<file path="src/rtl/seq_scan_pkg.sv">
// Shared types, default sizes and helpers for the serial sequence scan controller.
package seq_scan_pkg;

  typedef enum logic [1:0] {
    IDLE  = 2'd0,
    SHIFT = 2'd1,
    DONE  = 2'd2
  } scan_state_t;

  localparam int DEF_WORD_W = 16;
  localparam int DEF_PAT_W  = 4;
  localparam int DEF_CNT_W  = 5;

  // Increment that sticks at the all-ones value of a w-bit counter.
  function automatic logic [31:0] sat_inc(input logic [31:0] v, input int unsigned w);
    logic [31:0] max_v;
    max_v = (w >= 32) ? '1 : ((32'd1 << w) - 32'd1);
    return (v >= max_v) ? max_v : v + 32'd1;
  endfunction

endpackage

</file>
<file path="src/rtl/seq_match_core.sv">
// Reusable serial pattern detector: PAT_W-bit history, saturating fill count,
// compare against the pattern and optional restart after a match (non-overlap).
module seq_match_core
  import seq_scan_pkg::*;
#(
  parameter int PAT_W = DEF_PAT_W
) (
  input  logic             clk,
  input  logic             reset,
  input  logic             clr,
  input  logic             bit_in,
  input  logic             bit_valid,
  input  logic [PAT_W-1:0] pattern,
  input  logic             overlap,
  output logic             hit
);

  localparam int FILL_W = $clog2(PAT_W + 1);

  logic [PAT_W-1:0]  hist_p0;
  logic [PAT_W-1:0]  hist_next;
  logic [FILL_W-1:0] fill_p0;
  logic [FILL_W-1:0] fill_next;

  // Match is judged on the history as it stands after absorbing bit_in.
  always_comb begin
    hist_next = {hist_p0[PAT_W-2:0], bit_in};
    fill_next = (fill_p0 == FILL_W'(PAT_W)) ? fill_p0 : fill_p0 + 1'b1;
    hit       = bit_valid && (fill_next == FILL_W'(PAT_W)) && (hist_next == pattern);
  end

  always_ff @(posedge clk) begin
    if (reset || clr) begin
      hist_p0 <= '0;
      fill_p0 <= '0;
    end else if (bit_valid) begin
      hist_p0 <= hist_next;
      fill_p0 <= (hit && !overlap) ? '0 : fill_next;
    end
  end

endmodule

</file>
<file path="src/rtl/seq_scan_ctrl.sv">
// Frame controller: serializes a word MSB-first through seq_match_core and
// records hit positions/count. Define SEQ_SCAN_ABORT_EN to add the abort input.
module seq_scan_ctrl
  import seq_scan_pkg::*;
#(
  parameter int WORD_W = DEF_WORD_W,
  parameter int PAT_W  = DEF_PAT_W,
  parameter int CNT_W  = DEF_CNT_W
) (
  input  logic              clk,
  input  logic              reset,
  input  logic              start,
`ifdef SEQ_SCAN_ABORT_EN
  input  logic              abort,
`endif
  input  logic [WORD_W-1:0] word_in,
  input  logic [PAT_W-1:0]  pattern,
  input  logic              overlap,
  output logic              busy,
  output logic              ser_bit,
  output logic              ser_valid,
  output logic              hit,
  output logic              done,
  output logic [CNT_W-1:0]  hit_count,
  output logic [WORD_W-1:0] hit_mask
);

  localparam int IDX_W = (WORD_W > 1) ? $clog2(WORD_W) : 1;

  scan_state_t       state;
  logic [WORD_W-1:0] word_p0;
  logic [PAT_W-1:0]  pat_p0;
  logic              ovl_p0;
  logic [IDX_W-1:0]  idx_p0;
  logic              start_acc;
  logic              core_clr;

  assign start_acc = (state == IDLE) && start;
`ifdef SEQ_SCAN_ABORT_EN
  assign core_clr  = start_acc || (busy && abort);
`else
  assign core_clr  = start_acc;
`endif

  assign ser_valid = busy;
  assign ser_bit   = busy & word_p0[idx_p0];

  seq_match_core #(
    .PAT_W(PAT_W)
  ) u_core (
    .clk       (clk),
    .reset     (reset),
    .clr       (core_clr),
    .bit_in    (ser_bit),
    .bit_valid (busy),
    .pattern   (pat_p0),
    .overlap   (ovl_p0),
    .hit       (hit)
  );

  always_ff @(posedge clk) begin
    if (reset) begin
      state     <= IDLE;
      busy      <= 1'b0;
      done      <= 1'b0;
      hit_count <= '0;
      hit_mask  <= '0;
    end else begin
      case (state)
        IDLE: begin
          done <= 1'b0;
          if (start) begin
            word_p0   <= word_in;
            pat_p0    <= pattern;
            ovl_p0    <= overlap;
            idx_p0    <= IDX_W'(WORD_W - 1);
            hit_count <= '0;
            hit_mask  <= '0;
            busy      <= 1'b1;
            state     <= SHIFT;
          end
        end
        SHIFT: begin
`ifdef SEQ_SCAN_ABORT_EN
          if (abort) begin
            busy      <= 1'b0;
            hit_count <= '0;
            hit_mask  <= '0;
            state     <= IDLE;
          end else
`endif
          begin
            if (hit) begin
              hit_mask[idx_p0] <= 1'b1;
              hit_count        <= CNT_W'(sat_inc(32'(hit_count), CNT_W));
            end
            if (idx_p0 == '0) begin
              busy  <= 1'b0;
              done  <= 1'b1;
              state <= DONE;
            end else begin
              idx_p0 <= idx_p0 - 1'b1;
            end
          end
        end
        DONE: begin
          done  <= 1'b0;
          state <= IDLE;
        end
        default: begin
          busy  <= 1'b0;
          done  <= 1'b0;
          state <= IDLE;
        end
      endcase
    end
  end

endmodule

</file>
<file path="config.mk">
export PLATFORM = sky130hd
export DESIGN_NAME = seq_scan_ctrl
export DESIGN_NICKNAME = d
export VERILOG_FILES = /design/src/rtl/seq_scan_pkg.sv /design/src/rtl/seq_match_core.sv /design/src/rtl/seq_scan_ctrl.sv
export SDC_FILE = /design/constraint.sdc
export NUM_CORES = 1
export LEC_CHECK = 0
export BUFFER_PORTS_ARGS = -buffer_cell sky130_fd_sc_hd__buf_2
export CAP_MARGIN = 20
export CORE_MARGIN = 4
export CORE_UTILIZATION = 50
export CTS_CLUSTER_SIZE = 8
export DETAILED_ROUTE_END_ITERATION = 7
export PLACE_DENSITY_LB_ADDON = 0.1
export RECOVER_POWER = 100
export SLEW_MARGIN = 15
export SYNTH_ARGS = -nofsm -noshare
export SYNTH_HDL_FRONTEND = slang
export SYNTH_SLANG_ARGS = --single-unit
export TNS_END_PERCENT = 5
</file>
<file path="constraint.sdc">
create_clock -name clk -period 2.7 [get_ports clk]
set_clock_uncertainty 0.05 [all_clocks]
set_input_delay 0.405 -clock clk [delete_from_list [all_inputs] [get_ports clk]]
set_output_delay 0.405 -clock clk [all_outputs]
set_load 0.01 [all_outputs]
</file>
==> results.sh, run 1 <==
export IMPL_crit_path_end_kind="output port"
export IMPL_grt_usage_pct=15.6
export IMPL_synth_area_leaders="edfxtp_1, dfxtp_1, a22o_1"
export IMPL_clock_sinks=56
export IMPL_synth_top_area_share_pct=29.8
export IMPL_ys_flop_type="dfxtp_1"
export IMPL_ys_warn_count=0
export IMPL_power_share_switching_pct=23.4
export IMPL_finalHoldViolCount=0
export IMPL_wl_per_cell_um=13.4
export IMPL_required_ns=2.25
export IMPL_grt_pass1_wl_mm=7.61
export IMPL_p_switching_uw=356
export IMPL_core_sq_um=4790
export IMPL_hold_path_endpoint="pat_p0[3]"
export IMPL_crit_fanout=9
export IMPL_start_kind="flop"
export IMPL_cts_root_buffer="clkbuf_8"
export IMPL_ys_ff_latch=56
export IMPL_syn_inst=228
export IMPL_path_class="flop to output port"
export IMPL_cts_made_buffers=5
export IMPL_post_synth_cell_area_avg_sq_um=11.0
export IMPL_setup_violations=0
export IMPL_tightest_slew_ns=1.17
export IMPL_fmax_mhz=392
export IMPL_synth_area_leader_cell="edfxtp_1"
export IMPL_antenna_left=0
export IMPL_dr_total_vias=1795
export IMPL_synth_common_cells="dfxtp_1, edfxtp_1, nor2_1"
export IMPL_setup_tns_final_ns=0
export IMPL_post_route_period_util_pct=94.5
export IMPL_hold_start="pattern[3]"
export IMPL_comb_power_share_pct=10.8
export IMPL_first_global_vias=1692
export IMPL_syn_area_sq_um=2520
export IMPL_finish_utilization_pct=60.9
export IMPL_overflow=0
export IMPL_timing_rr_start="u_core.fill_p0[0]"
export IMPL_cts_buffer_depth=2
export IMPL_ys_async_sr_fraction_pct=0
export IMPL_arrival_ns=2.10
export IMPL_peakVddDrop_mv=0.335
export IMPL_ios=50
export IMPL_slew_violations=0
export IMPL_routed_via_density=5.17
export IMPL_drcViolationCount=0
export IMPL_port_buffers=49
export IMPL_layout_nets=311
export IMPL_die_w_um=79.0
export IMPL_clk_insertion_delay_late_ns=0.30
export IMPL_rr_worst_depth=8
export IMPL_drive_gt1_share_pct=17.1
export IMPL_p_leak_uw=0.00119
export IMPL_cts_tree="done"
export IMPL_dr_pass1_iters=4
export IMPL_dp_slack_ns=0.193
export IMPL_synth_edf_count=25
export IMPL_period_minus_slack_ns=2.55
export IMPL_rsz0062_at_grt="no"
export IMPL_gp_congestion=0.802
export IMPL_pwr_density_cell_nw_per_um2=521
export IMPL_r2r_end="hit_count[3]"
export IMPL_grt_max_degree=33
export IMPL_hp_class="input port to flop"
export IMPL_ctsHoldBuffers=0
export IMPL_p_clk_share_pct=27.7
export IMPL_yosysSeqAreaShare_pct=54.4
export IMPL_area_growth_pct=15.8
export IMPL_p_seq_share_pct=61.5
export IMPL_worstHoldPathCells=1
export IMPL_cts_max_level=2
export IMPL_yosysUniqueCellTypes=40
export IMPL_syn_nets=260
export IMPL_layout_setup_ws_ns=0.150
export IMPL_cts_clk_slew_worst_paths_ns=0.09
export IMPL_fp_dieArea_sq_um=6240
export IMPL_antenna_found_initial=0
export IMPL_r2r_slack_ns=0.28
export IMPL_synth_most_common_cell="dfxtp_1"
export IMPL_fillers=432
export IMPL_antenna_cells=0
export IMPL_dieHeight_um=79.0
export IMPL_drv_cap=0
export IMPL_internal_power_uw=1170
export IMPL_status="finished, final reports clean"
export IMPL_rows=25
export IMPL_hpwl_mm=3.33
export IMPL_max_slew_margin_rel_pct=22.1
export IMPL_drtIter0Drc=77
export IMPL_start_util_pct=52.6
export IMPL_total_power_uw=1520
export IMPL_wirelength_mm=4.64
-- state kept, by name, indices dropped and copies added (netlist names), 2 cells and up --
register        cells
hit_mask           16
word_p0            16
hit_count           5
idx_p0              4
pat_p0              4
u_core.fill_p0      3
u_core.hist_p0      3
state               2
-- metrics by stage --
| stage | cell area [sq um] | hold slack, ns | std cells |
|---|---|---|---|
| 5_1_grt | 2920 | 0.205 | 347 |
| 4_1_cts | 2920 | 0.217 | 345 |
| 3_3_place_gp | 2810 | 0.411 | 335 |
| 3_5_place_dp | 2810 | 0.411 | 335 |
| 2_1_floorplan | 2520 | 0.431 | 228 |
| 6_report | 2920 | 0.226 | 347 |
-- timing repair --
item | in CTS | in global routing
pin swaps | 0 | 0
endpoints found under the setup margin | 1 | 3
buffers inserted | 2 | 2
gates resized for setup | 0 | 8
-- critical path, stage by stage, from the launching register on --
cell      delay, ns
edfxtp_1       0.44
buf_12         0.17
mux2i_1        0.12
a22oi_1        0.24
nand3_2        0.20
nand2_4        0.15
xnor2_1        0.17
and2_0         0.17
buf_2          0.13
-- layout by cell type (no fill, tap or decap), types with 2 or more instances in the layout --
cell type	count
a21oi_1	8
edfxtp_1	25
clkbuf_8	5
inv_1	7
xor2_1	3
nand3_2	2
nand2_1	15
a22o_1	16
mux2i_1	12
nand2b_1	5
or2_2	2
clkbuf_1	28
xnor2_1	4
nor2b_1	5
and3_1	16
ha_1	8
buf_2	26
a22oi_1	2
nor3_1	7
o32a_1	2
a31oi_1	3
and2_1	2
a21o_1	3
nor2_1	16
o21a_1	2
buf_4	3
o21ai_0	2
dfxtp_1	30
-- layer usage --
layer  GRT usage [%]  part of all wire, %  vias up  routed length (um)
li1                -                    -      931                   -
met3            3.74                  4.9        9                 226
met1            18.6                   45      815                2090
met4            7.56                  2.0        0                  93
met5               0                    0        -                   0
met2            26.3                   48       40                2230
-- cells by family (layout without fill, tap and decap cells) --
logic type | Yosys count | count (layout) | share of synthesized area (%)
AO/OA/AOI/OAI | 45 | 45 | 14.1
multiplexers | 12 | 12 | 4.77
adder cells (fa/ha/maj) | 8 | 8 | 3.97
buffers and inverters | 19 | 71 | 3.63
AND/OR/NAND/NOR | 81 | 81 | 16.7
XOR/XNOR | 7 | 7 | 2.43
flip-flops | 56 | 56 | 54.4
-- how the worst max path moves through the flow --
stage | startpoint | end | slack, ns
after floorplan | start | idx_p0[0] | 0.40
after global placement | idx_p0[1] | hit | 0.21
after detailed placement | idx_p0[1] | hit | 0.19
after CTS | idx_p0[0] | hit | 0.04
after global routing | idx_p0[1] | hit | 0.05
final | idx_p0[1] | hit | 0.15
-- power groups by stage --
stage	Combinational (uW)	Clock (uW)	Sequential (uW)
global route	185	473	939
global placement	151	0	957
finish	165	421	935
floorplan	109	0	951
CTS	162	437	935
detailed placement	153	0	958
-- cell type report --
type	instances	area [sq um]	area share (%)
inverter	7	26.3	0.901
clock inverter	1	3.75	0.129
sequential	56	1370	47.1
multi-input combinational	153	1080	37.2
clock buffer	7	76.3	2.62
tap	67	83.8	2.87
timing repair buffer	56	270	9.27
(Power assumes the default switching activity.)
==> run 2: changes to the inputs <==
--- a/config.mk
+++ b/config.mk
@@ -7,6 +7,7 @@
 export LEC_CHECK = 0
 export BUFFER_PORTS_ARGS = -buffer_cell sky130_fd_sc_hd__buf_2
 export CAP_MARGIN = 20
+export CORE_ASPECT_RATIO = 1.25
 export CORE_MARGIN = 4
 export CORE_UTILIZATION = 50
 export CTS_CLUSTER_SIZE = 8
==> run 2 against run 1 <==
Net effect:
- die area up 0.11%
- critical path type unchanged
- combinational power is essentially flat
- first-iteration DRC count up 29%
- total power grew 5.0%
- via count increased by 0.67%
- fmax down 1.3%
- count of clock-buffer cells in the layout rose by 1
- final area increased by 0.43%
- flip-flop and latch count is the same
- worst setup slack worse by 0.035 ns
- critical endpoint unchanged
==> results.sh, run 2 (same netlist as run 1, synthesis figures left out) <==
export IMPL_status="finished, final reports clean"
export IMPL_p_clk_share_pct=31.2
export IMPL_worstHoldPathCells=1
export IMPL_post_route_period_util_pct=95.7
export IMPL_hpwl_mm=3.46
export IMPL_comb_power_share_pct=10.2
export IMPL_layout_commonest_cell="buf_2"
export IMPL_hold_path_endpoint="word_p0[5]"
export IMPL_peakVddDrop_mv=0.340
export IMPL_wl_per_cell_um=13.8
export IMPL_setup_violations=0
export IMPL_antenna_left=0
export IMPL_top_layer_used="met4"
export IMPL_setup_tns_final_ns=0
export IMPL_layout_nets=312
export IMPL_layout_setup_ws_ns=0.115
export IMPL_cts_buffer_depth=2
export IMPL_clock_sinks=56
export IMPL_dieHeight_um=87.4
export IMPL_dr_total_vias=1807
export IMPL_drtIter0Drc=99
export IMPL_start_util_pct=52.5
export IMPL_cts_max_level=2
export IMPL_port_buffers=49
export IMPL_fp_dieArea_sq_um=6240
export IMPL_routed_via_density=5.30
export IMPL_arrival_ns=2.13
export IMPL_start_kind="flop"
export IMPL_grt_max_degree=33
export IMPL_cts_made_buffers=5
export IMPL_ios=50
export IMPL_wl_met2_mm=2.33
export IMPL_timing_rr_start="u_core.fill_p0[0]"
export IMPL_area_growth_pct=16.3
export IMPL_rr_worst_depth=8
export IMPL_gp_congestion=0.798
export IMPL_die_w_um=71.5
export IMPL_period_minus_slack_ns=2.58
export IMPL_first_global_vias=1807
export IMPL_overflow=0
export IMPL_cts_tree="done"
export IMPL_path_class="flop to output port"
export IMPL_crit_path_end_kind="output port"
export IMPL_drive_gt1_share_pct=19.9
export IMPL_antenna_found_initial=0
export IMPL_fmax_mhz=387
export IMPL_internal_power_uw=1230
export IMPL_cts_root_buffer="clkbuf_8"
export IMPL_drcViolationCount=0
export IMPL_cts_clk_slew_worst_paths_ns=0.10
export IMPL_hold_start="word_in[5]"
export IMPL_drv_cap=0
export IMPL_slew_violations=0
export IMPL_power_share_switching_pct=23.2
export IMPL_r2r_end="hit_count[3]"
export IMPL_r2r_slack_ns=0.30
export IMPL_holdWs_ns=0.223
export IMPL_crit_start="idx_p0[1]"
export IMPL_final_cell_mix="buf_2, dfxtp_1, edfxtp_1"
export IMPL_total_power_uw=1600
export IMPL_dr_pass1_iters=4
export IMPL_antenna_cells=0
export IMPL_wirelength_mm=4.71
export IMPL_max_slew_margin_rel_pct=72.9
export IMPL_grt_pass1_wl_mm=7.79
export IMPL_finalHoldViolCount=0
export IMPL_finish_utilization_pct=61.0
export IMPL_dp_slack_ns=0.208
export IMPL_grt_usage_pct=15.6
export IMPL_pwr_density_cell_nw_per_um2=545
export IMPL_tightest_slew_ns=0.404
export IMPL_p_switching_uw=371
export IMPL_rows=28
export IMPL_required_ns=2.25
export IMPL_hp_class="input port to flop"
export IMPL_fillers=422
export IMPL_crit_fanout=7
export IMPL_wl_met1_mm=2.04
export IMPL_clk_insertion_delay_late_ns=0.30
export IMPL_wl_met3_um=289
export IMPL_reg_top3="hit_mask (16), word_p0 (16), hit_count (5)"
export IMPL_p_seq_share_pct=58.6
export IMPL_p_leak_uw=0.00123
export IMPL_core_sq_um=4800
run 2: worst max path at each step:
stage	endpoint	slack (ns)	depth (start not counted)
final	hit	0.12	8
after detailed placement	hit	0.21	7
after global placement	hit	0.21	7
after global routing	hit	-0.02	8
after CTS	hit	0.08	7
after floorplan	idx_p0[0]	0.40	4
run 2: through the flow:
stage               instance area (sq um)  instances
global placement                     2800        328
finish                               2930        341
floorplan                            2520        228
global route                         2930        341
CTS                                  2920        339
detailed placement                   2800        328
run 2: final cells by class:
type                       count  area, sq um  share of cell area (%)
tap                           60         75.1                    2.56
multi-input combinational    153         1070                    36.6
inverter                       7         26.3                   0.897
sequential                    56         1370                    46.9
timing repair buffer          57          283                    9.65
clock buffer                   8          101                    3.46
run 2: power by group through the flow:
stage | combinational [uW] | clock [uW] | sequential (uW)
final | 163 | 498 | 936
after global routing | 182 | 546 | 940
after CTS | 160 | 508 | 935
after detailed placement | 152 | 0 | 959
after global placement | 151 | 0 | 958
after floorplan | 109 | 0 | 951
run 2: routing by layer:
metal / GRT usage, % / vias up
li1: - / 931
met1: 17.9 / 827
met2: 28.8 / 44
met3: 3.58 / 5
met4: 4.62 / 0
met5: 0 / -
run 2: worst max-delay path, stage by stage (launching register included):
cell      delay (ns)
edfxtp_1        0.41
buf_4           0.20
mux2i_1         0.13
a22oi_1         0.18
nand3_1         0.23
nand2_2         0.20
xnor2_1         0.18
and2_1          0.16
buf_2           0.12
run 2: timing repair:
action                                  4_1_cts  5_1_grt
hold buffers                                  0        0
resized for setup                             0        4
endpoints found under the setup margin        1        1
pin swaps                                     0        1
buffers inserted                              3        2
==> run 3: changes to the inputs <==
--- a/config.mk
+++ b/config.mk
@@ -14,6 +14,7 @@
 export DETAILED_ROUTE_END_ITERATION = 7
 export PLACE_DENSITY_LB_ADDON = 0.1
 export RECOVER_POWER = 100
+export SETUP_SLACK_MARGIN = 0.15
 export SLEW_MARGIN = 15
 export SYNTH_ARGS = -nofsm -noshare
 export SYNTH_HDL_FRONTEND = slang
==> run 3 against run 2 <==
Net effect:
- fmax up 3.4%
- highest routed layer unchanged
- global-route usage up 0.17 points
- register-to-register slack about the same
==> results.sh, run 3 (same netlist as run 1, synthesis figures left out) <==
export IMPL_first_global_vias=1816
export IMPL_grt_pass1_wl_mm=7.86
export IMPL_fp_dieArea_sq_um=6240
export IMPL_setup_tns_final_ns=0
export IMPL_max_stage_delay_ns=0.37
export IMPL_die_w_um=71.5
export IMPL_seq_area_sq_um=1370
export IMPL_fmax_mhz=400
export IMPL_grt_usage_pct=15.8
export IMPL_core_sq_um=4800
export IMPL_area_growth_pct=15.6
export IMPL_period_minus_slack_ns=2.50
export IMPL_cts_root_buffer="clkbuf_8"
export IMPL_clock_sinks=56
export IMPL_tightest_slew_ns=0.825
export IMPL_peakVddDrop_mv=0.340
export IMPL_port_buffers=49
export IMPL_grt_max_degree=33
export IMPL_cts_buffer_depth=2
export IMPL_use_met3_pct=3.58
export IMPL_fillers=435
export IMPL_path_class="flop to output port"
export IMPL_post_route_period_util_pct=92.6
export IMPL_hpwl_mm=3.46
export IMPL_crit_family="simple AND/OR/NAND/NOR gates"
export IMPL_start_util_pct=52.5
export IMPL_finalHoldViolCount=0
export IMPL_drive_gt1_share_pct=15.9
export IMPL_reg_top3="hit_mask (16), word_p0 (16), hit_count (5)"
export IMPL_hp_class="input port to flop"
export IMPL_layout_nets=314
export IMPL_crit_fanout=5
export IMPL_start_kind="flop"
export IMPL_required_ns=2.25
export IMPL_final_cell_mix="dfxtp_1, clkbuf_1, edfxtp_1"
export IMPL_hold_path_endpoint="word_p0[2]"
export IMPL_slowest_stage="or3b_1"
export IMPL_pwr_density_cell_nw_per_um2=547
export IMPL_worstHoldPathCells=1
export IMPL_cts_clk_slew_worst_paths_ns=0.10
export IMPL_setup_violations=0
export IMPL_dieHeight_um=87.4
export IMPL_crit_path_end_kind="output port"
export IMPL_r2r_end="hit_count[3]"
export IMPL_clk_insertion_delay_late_ns=0.30
export IMPL_r2r_slack_ns=0.29
export IMPL_wirelength_mm=4.74
export IMPL_antenna_cells=0
export IMPL_rsz0062_at_grt="yes"
export IMPL_wl_per_cell_um=13.8
export IMPL_max_slew_margin_rel_pct=45.0
export IMPL_grt_busiest_layer="met2"
export IMPL_ios=50
export IMPL_overflow=0
export IMPL_drtIter0Drc=113
export IMPL_dr_pass1_iters=4
export IMPL_dr_total_vias=1819
export IMPL_placed_cell_area_sq_um=2800
export IMPL_multi_input_area_sq_um=1060
export IMPL_routed_via_density=5.30
export IMPL_antenna_left=0
export IMPL_rows=28
export IMPL_status="finished, final reports clean"
export IMPL_stdcell_area_sq_um=2910
export IMPL_grtUsageMet2_pct=28.9
export IMPL_drv_cap=0
export IMPL_cts_tree="done"
export IMPL_timing_rr_start="u_core.fill_p0[0]"
export IMPL_met1_usage_pct=18.2
export IMPL_cts_max_level=2
export IMPL_arrival_ns=2.05
export IMPL_crit_chain="inv_1, ha_1, or3b_1, a311oi_2, and2_4, and2_1, buf_2"
export IMPL_drcViolationCount=0
export IMPL_antenna_found_initial=0
export IMPL_path_buf_inv=2
export IMPL_hold_start="word_in[2]"
export IMPL_rr_worst_depth=8
export IMPL_gp_congestion=0.798
export IMPL_cts_made_buffers=5
export IMPL_p_leak_uw=0.00120
export IMPL_slew_violations=0
==> run 3: repair_timing <==
| item | CTS | global route |
|---|---|---|
| hold endpoints to repair | 0 | 0 |
| hold buffers | 0 | 0 |
| setup buffers | 5 | 2 |
| resized for setup | 3 | 2 |
| endpoints found under the setup margin | 1 | 3 |
| pin swaps | 1 | 2 |
==> run 3: where the power goes <==
group / leakage [uW] / switching (uW) / internal, uW
Combinational: 0.000676 / 94.4 / 65.8
Clock: 0.0000506 / 256 / 241
Sequential: 0.000477 / 18.9 / 916
==> run 3: worst max-delay path by stage <==
stage | startpoint | endpoint | cells past startpoint
floorplan | start | idx_p0[0] | 4
global placement | idx_p0[1] | hit | 7
detailed placement | idx_p0[1] | hit | 7
CTS | u_core.fill_p0[0] | hit | 7
global route | u_core.fill_p0[0] | hit | 7
finish | u_core.fill_p0[0] | hit | 7
==> run 3: layer usage <==
layer	routed length [um]	vias to the layer above	share of wire, %
met4	52	0	1.1
met5	0	-	0
met2	2390	40	50
met1	2060	840	43
li1	-	934	-
met3	239	5	5.0
==> run 3: through the flow <==
step	utilization, %	setup WS (ns)	total power, uW	std cells	hold WS [ns]
3_3_place_gp	58.3	0.214	1110	328	0.408
6_report	60.7	0.200	1590	343	0.224
3_5_place_dp	58.3	0.208	1110	328	0.410
2_1_floorplan	-	0.401	1060	228	0.431
5_1_grt	60.7	0.0778	1660	343	0.209
4_1_cts	61.4	0.176	1610	341	0.217
==> run 3: final cells by class <==
cell class                      instances  share of cell area (%)
Multi-Input combinational cell        153                    36.4
Sequential cell                        56                    47.1
Tap cell                               60                    2.58
Clock buffer                            8                    3.48
Timing Repair Buffer                   59                    9.54
Inverter                                7                   0.902
